[src/rtl/delay_drain_fifo.sv]
// rtl/delay_drain_fifo.sv - elastic drain buffer behind an enable-gated delay chain
//
// Captures words leaving a delay chain and re-presents them on a ready/valid
// stream. stall_o is decoded from the registered occupancy only, so the parent
// can drive the chain enable (en_i = ~stall_o) without a combinational loop.
// Slack entries stay free when stall_o rises to absorb words still in flight.
//
// Optional feature: define DELAY_DRAIN_FIFO_BYPASS_EN for a zero-latency
// cut-through path when the buffer is empty.
//
// Ports:
//   clk_i        clock
//   rst_ni       synchronous active-low reset
//   in_valid_i   input word present
//   in_data_i    input word
//   stall_o      hold request to the upstream delay chain
//   out_valid_o  head word available
//   out_data_o   head word (zero when nothing valid)
//   out_ready_i  consumer accepts head this cycle
//   count_o      occupancy, 0..Depth
//   overflow_o   sticky: an input word was dropped
module delay_drain_fifo #(
  parameter int Bits  = 8,
  parameter int Depth = 4,
  parameter int Slack = 1
) (
  input  logic                       clk_i,
  input  logic                       rst_ni,
  input  logic                       in_valid_i,
  input  logic [Bits-1:0]            in_data_i,
  output logic                       stall_o,
  output logic                       out_valid_o,
  output logic [Bits-1:0]            out_data_o,
  input  logic                       out_ready_i,
  output logic [$clog2(Depth):0]     count_o,
  output logic                       overflow_o
);

  localparam int AW = $clog2(Depth);
  localparam int CW = AW + 1;
  localparam logic [CW-1:0] DEPTH_C    = CW'(Depth);
  localparam logic [CW-1:0] STALL_TH_C = CW'(Depth - Slack);

  logic [Bits-1:0] mem [Depth];
  logic [AW-1:0]   wp;
  logic [AW-1:0]   rp;
  logic [CW-1:0]   cnt;
  logic            ovf;

  logic empty;
  logic full;
  logic pop;
  logic pop_mem;
  logic push;
  logic bypass_take;

  always_comb begin
    empty       = (cnt == '0);
    full        = (cnt == DEPTH_C);
    bypass_take = 1'b0;
`ifdef DELAY_DRAIN_FIFO_BYPASS_EN
    // Empty buffer: the input word is the head. If consumed right away it is
    // never written, so pointers and occupancy stay put.
    bypass_take = empty & in_valid_i & out_ready_i;
    out_valid_o = empty ? in_valid_i : 1'b1;
    if (empty) begin
      out_data_o = in_valid_i ? in_data_i : '0;
    end else begin
      out_data_o = mem[rp];
    end
`else
    out_valid_o = ~empty;
    out_data_o  = empty ? '0 : mem[rp];
`endif
    pop     = out_valid_o & out_ready_i;
    pop_mem = pop & ~bypass_take;
    // A pop frees the slot this cycle, so a full buffer still accepts a word.
    push    = in_valid_i & (~full | pop) & ~bypass_take;
  end

  always_ff @(posedge clk_i) begin
    if (rst_ni && push) begin
      mem[wp] <= in_data_i;
    end
  end

  always_ff @(posedge clk_i) begin
    if (!rst_ni) begin
      wp  <= '0;
      rp  <= '0;
      cnt <= '0;
      ovf <= 1'b0;
    end else begin
      if (push) begin
        wp <= wp + AW'(1);
      end
      if (pop_mem) begin
        rp <= rp + AW'(1);
      end
      case ({push, pop_mem})
        2'b10:   cnt <= cnt + CW'(1);
        2'b01:   cnt <= cnt - CW'(1);
        default: cnt <= cnt;
      endcase
      if (in_valid_i && !push && !bypass_take) begin
        ovf <= 1'b1;
      end
    end
  end

  assign stall_o    = (cnt >= STALL_TH_C);
  assign count_o    = cnt;
  assign overflow_o = ovf;

endmodule

[config.mk]
export PLATFORM = sky130hd
export DESIGN_NAME = delay_drain_fifo
export DESIGN_NICKNAME = d
export VERILOG_FILES = /design/src/rtl/delay_drain_fifo.sv
export SDC_FILE = /design/constraint.sdc
export NUM_CORES = 1
export LEC_CHECK = 0
export CORE_MARGIN = 3
export CORE_UTILIZATION = 50
export DETAILED_ROUTE_END_ITERATION = 12
export PLACE_DENSITY = 0.78
export SLEW_MARGIN = 40
export SYNTH_ARGS = -nofsm -noshare
export SYNTH_HDL_FRONTEND = slang
export SYNTH_SLANG_ARGS = --single-unit
[constraint.sdc]
create_clock -name clk_i -period 2.65 [get_ports clk_i]
set_input_delay 0.3975 -clock clk_i [delete_from_list [all_inputs] [get_ports clk_i]]
set_output_delay 0.3975 -clock clk_i [all_outputs]
set_load 0.02 [all_outputs]
## Word-level counts from Yosys, hierarchy flattened

Memory sizes are Yosys's and may differ from the RTL's. A register that Yosys moved wholly into a read port is not among the register bits.
Index checks and enable logic that the tools add are counted.

| word-level totals | value |
|---|---|
| bits of input ports | 12 |
| bits in writable memories | 32 |
| flip-flop bits (word level) | 8 |
| memories | 1 |
| output and inout port bits | 14 |

| operators by class | value |
|---|---|
| muxes and demuxes | 6 |
| magnitude comparators | 1 |
| equal/unequal tests | 3 |
| bitwise operators | 5 |
| $add $sub $neg | 4 |
| reduce and logical (&&, ||, !) cells | 5 |

Memories:

| name | words | width | read ports | clocked after Yosys merged registers in | wr ports | line | text |
|---|---|---|---|---|---|---|---|
| mem | 4 | 8 | 1 | 1 | 1 | 44 | `logic [Bits-1:0] mem [Depth];` |

Operators with widths:

| kind | number |
|---|---|
| $mux W8 | 1 |
| $pmux W3 S2 | 1 |
| $add A2 B1 Y2 const B | 2 |
| $mux W2 | 2 |
| $add A3 B1 Y3 const B | 1 |
| $eq A3 B3 Y1 const B | 1 |
| $ge A3 B2 Y1 const B | 1 |
| $logic_not A3 Y1 | 1 |
| $sub A3 B1 Y3 const B | 1 |
| $and A1 B1 Y1 | 2 |
| $eq A2 B1 Y1 const B | 1 |
| $eq A2 B2 Y1 const B | 1 |
| $logic_and A1 B1 Y1 | 2 |
| $mux W1 | 2 |
| $not A1 Y1 | 2 |
| $reduce_bool A2 Y1 | 1 |
| $logic_not A1 Y1 | 1 |
| $or A1 B1 Y1 | 1 |

## Longest topological paths before layout

| logic depth | value |
|---|---|
| word-level depth | 8 |
| depth in mapped cells | 8 |

## Worst setup path after synthesis

Ideal clock, no wire load.

| timing | value |
|---|---|
| path kind | register to register |
| start | register cnt[0] (netlist: count_o[0]) |
| end | register cnt[1] (netlist: count_o[1]) |
| buffers on the path | 1 |
| path slack | 0.301 ns |
| data arrival time | 2.254 ns |
| cell stages (with the launch flop) | 9 |
| required time | 2.555 ns |
| cells stage by stage | dfxtp_1 buf_4 nor3_2 inv_1 nand3_1 fa_1 o21ba_2 o211ai_1 a221oi_1 |

| between the ends | value |
|---|---|
| longest elaborated chain between the ends | 7 |

Ends and longest elaborated chain:

| what | line | text |
|---|---|---|
| start: declaration | 47 | `logic [CW-1:0] cnt;` |
| start signal: assignment | 101 | `2'b10: cnt <= cnt + CW'(1);` |
| start signal: assignment | 102 | `2'b01: cnt <= cnt - CW'(1);` |
| start signal: assignment | 103 | `default: cnt <= cnt;` |
| $logic_not A3 Y1 * | 58 | `empty = (cnt == '0);` |
| $not A1 Y1 * | 72 | `out_valid_o = ~empty;` |
| via out_valid_o | 32 | `output logic out_valid_o,` |
| $and A1 B1 Y1 * | 75 | `pop = out_valid_o & out_ready_i;` |
| $or A1 B1 Y1 | 78 | `push = in_valid_i & (~full \| pop) & ~bypass_take;` |
| $and A1 B1 Y1 | 78 |  |
| $eq A2 B1 Y1 or $eq A2 B2 Y1 (tied branches) | 100 | `case ({push, pop_mem})` |
| $pmux W3 S2 or $reduce_bool A2 Y1 (tied branches) | - |  |

Mark *: on every way through the listed nets, which the timed path passes. The rest lies on a longest branch.
A chain may end at the register's enable or synchronous reset.

==> impl_metrics.csv <==
group,metric,value,unit
critical_path,worstSetupPathType,"reg -> out",
clocking,clock_sinks,42,
critical_path,cp_top_family,"buffers and inverters",
critical_path,critPathArrivalTime,2.00,ns
yosys,synth.area.top_cells,"edfxtp_1 52%, dfxtp_1 11%, mux4_2 9.8%, ha_1 2.7%, nor2b_1 2.7%",
critical_path,crit_fanout,4,
critical_path,cp-end-kind,"primary output",
global_routing,grt_max_degree,14,
routing,first_pass_iters,4,
yosys,synth.distinct_cells,33,
die,initial_core_util,53.4,%
global_routing,grt-ovfl-total,0,
yosys,synth_nets,143,
cells_and_area,n_antenna_cell,0,
yosys,synth_cells,126,
hold_path,hp-start,"overflow_o",
hold_path,hold_end,"overflow_o",
sta,fin_skew,0.00589,ns
clocking,cts_tree,"yes",
routing,drt-initial-drc-count,47,
critical_path,path_cells,"buf_4, mux4_2, nor2b_1, clkdlybuf4s50_1",
status,status,"completed",
yosys,yosys.area.top_type_share,52.3,%
critical_path,r2r_slack,0.33,ns
placement,dp_hpwl,2290,um
global_routing,grt_use_total,17.3,%
clocking,holdBufCountCts,0,
yosys,synth_ff_type,"edfxtp_1",
sta,slew_viol_final,0,
sta,grt_setup_unrepaired,"no",
sta,setup-tns-final,0,ns
sta,max_freq,417,MHz
hold_path,hold_depth,2,
yosys,ys_ff_latch,42,
yosys,synth_area_leader_cell,"edfxtp_1",
sta,fin_crit,2.40,ns
global_routing,grt_pass1_wl,5430,um
cells_and_area,drive_gt1_share,17.6,%
clocking,clk-insertion-delay-late,0.29,ns
cells_and_area,syn_to_final_growth,21.8,%
yosys,synth_enable_flop_cells,32,
global_routing,antenna_found_initial,0,
routing,route.detailed.wl_per_inst,15.8,um
placement,portBuffers,25,
die,ios,26,
critical_path,crit_required,2.25,ns
yosys,synth_commonest_cells,"32 x edfxtp_1, 11 x inv_1, 11 x nor2_1, 10 x dfxtp_1",
clocking,cts.path.max_buffers,2,
routing,drc_errors,0,
die,coreArea,0.00344,mm^2
clocking,cts-buffers-inserted,5,
sta,slew_headroom,46.8,%
critical_path,crit_slowest_cell,"clkdlybuf4s50_1",
critical_path,slowest_delay,0.57,ns
clocking,post_cts_buffers,0,
routing,vias_per_cell,5.28,
die,rows,21,
clocking,cts-resized-gates,0,
clocking,clk_pin_slew,0.08,ns
routing,drt-total-wl,3230,um
die,die_w,66.6,um
pwr,vdd_ir_drop_max,402,uV
yosys,ys_warn_count,0,
routing,vias,1083,
yosys,synth_async_sr_flop_share,0,%
yosys,yosysMostFrequentCell,"edfxtp_1",
clocking,htree_levels,2,
placement,gp_congestion,0.780,
critical_path,rr_worst_depth,7,
yosys,seq_area_frac_synth,63.2,%
yosys,syn-cell-area,0.00184,mm^2
die,fp.dieArea,0.00444,mm^2
cells_and_area,finalInstanceArea,0.00224,mm^2
sta,setup_viol,0,
pwr,p_per_area,663,mW/mm^2
sta,min_period_over_period,90.4,%
pwr,p_leak,0.766,nW
sta,finalHoldViolations,0,
critical_path,r2r-end,"count_o[1]",
hold_path,hold_path_class,"reg -> reg",
die,die_h,66.6,um
placement,placed_area,0.00215,mm^2
job,drv_cap,0,
critical_path,crit_buf_inv,2,
routing,ant_nets,0,
sta,worst_slew_pin_slew,0.796,ns
critical_path,crit_path_start_kind,"register",
clocking,cts_root_buf,"clkbuf_8",
cells_and_area,nNetsFinal,175,
yosys,syn_area_per_cell,14.6,um^2
critical_path,worstReg2RegStart,"count_o[0]",
global_routing,first_global_vias,1143,
routing by layer:
metal / track usage, % / up-vias / part of all wire, %
li1: - / 523 / -
met1: 20.9 / 539 / 42
met2: 28.1 / 17 / 53
met3: 4.05 / 4 / 3.4
met4: 9.90 / 0 / 1.4
met5: 0 / - / 0
registers in the layout, indices dropped and copies added (netlist names), named ones only:
name	cells
mem	32
wp	2
count_o	3
overflow_o	1
rp	2
cells by family after synthesis:
family | count (synthesis) | share of synthesized area, %
simple gates | 33 | 10.5
mux | 8 | 9.80
compound gates | 16 | 5.99
flops | 42 | 63.2
xor+xnor | 4 | 1.91
buf+inv | 18 | 4.83
fa+ha+maj | 5 | 3.81
cells in the final DEF (no fill, tap or decap), drive strengths merged, types with 2 or more instances in the layout:
cell type      instances
edfxtp                32
clkdlybuf4s50         25
inv                   11
nor2                  11
dfxtp                 10
mux4                   8
nor2b                  8
buf                    7
nand3                  6
clkbuf                 5
xor2                   4
ha                     4
o21ai                  3
a21oi                  3
o211ai                 2
nand2                  2
clkinv                 2
worst max path at each step:
stage	start	to	slack, ns	depth (start not counted)
2_1_floorplan	count_o[0]	count_o[1]	0.30	8
4_1_cts	register	out_data_o[6]	0.22	4
5_1_grt	register	out_data_o[3]	0.15	4
3_3_place_gp	out_ready_i	mem[2][1]	0.46	4
3_5_place_dp	count_o[0]	count_o[1]	0.32	7
6_report	register	out_data_o[3]	0.25	4
layout make-up:
type | count | area, um^2
Timing Repair Buffer | 32 | 303
Fill cell | 262 | 1200
Inverter | 11 | 41.3
Multi-Input combinational cell | 66 | 591
Clock inverter | 3 | 16.3
Tap cell | 46 | 57.6
Sequential cell | 42 | 1160
Clock buffer | 5 | 68.8
report_power, final:
part | switching, W | total, W | leakage [nW] | internal, W
combinational | 0.000172 | 0.000342 | 0.352 | 0.000170
sequential | 0.0000162 | 0.000753 | 0.372 | 0.000736
clock | 0.000209 | 0.000389 | 0.0416 | 0.000180
worst register-to-register path, delay by kind of cell (launching register included):
kind                     cells  cell delay (ns)
buffers and inverters        1             0.15
AND/OR/NAND/NOR              2             0.69
adder cells (fa/ha/maj)      1             0.43
AO/OA/AOI/OAI                3             0.65
flip-flops                   1             0.33
through the flow:
step | util [%] | total power, W | hold slack (ns) | setup WS (ns) | std cells
finish | 65.0 | 0.00148 | 0.478 | 0.254 | 205
global route | 65.0 | 0.00156 | 0.553 | 0.149 | 205
CTS | 65.0 | 0.00150 | 0.487 | 0.224 | 205
detailed placement | 62.5 | 0.00111 | 0.458 | 0.317 | 197
global placement | 62.5 | 0.00110 | 0.457 | 0.457 | 197
floorplan | - | 0.000975 | 0.484 | 0.301 | 126
Power figures use the tool's default switching activity.
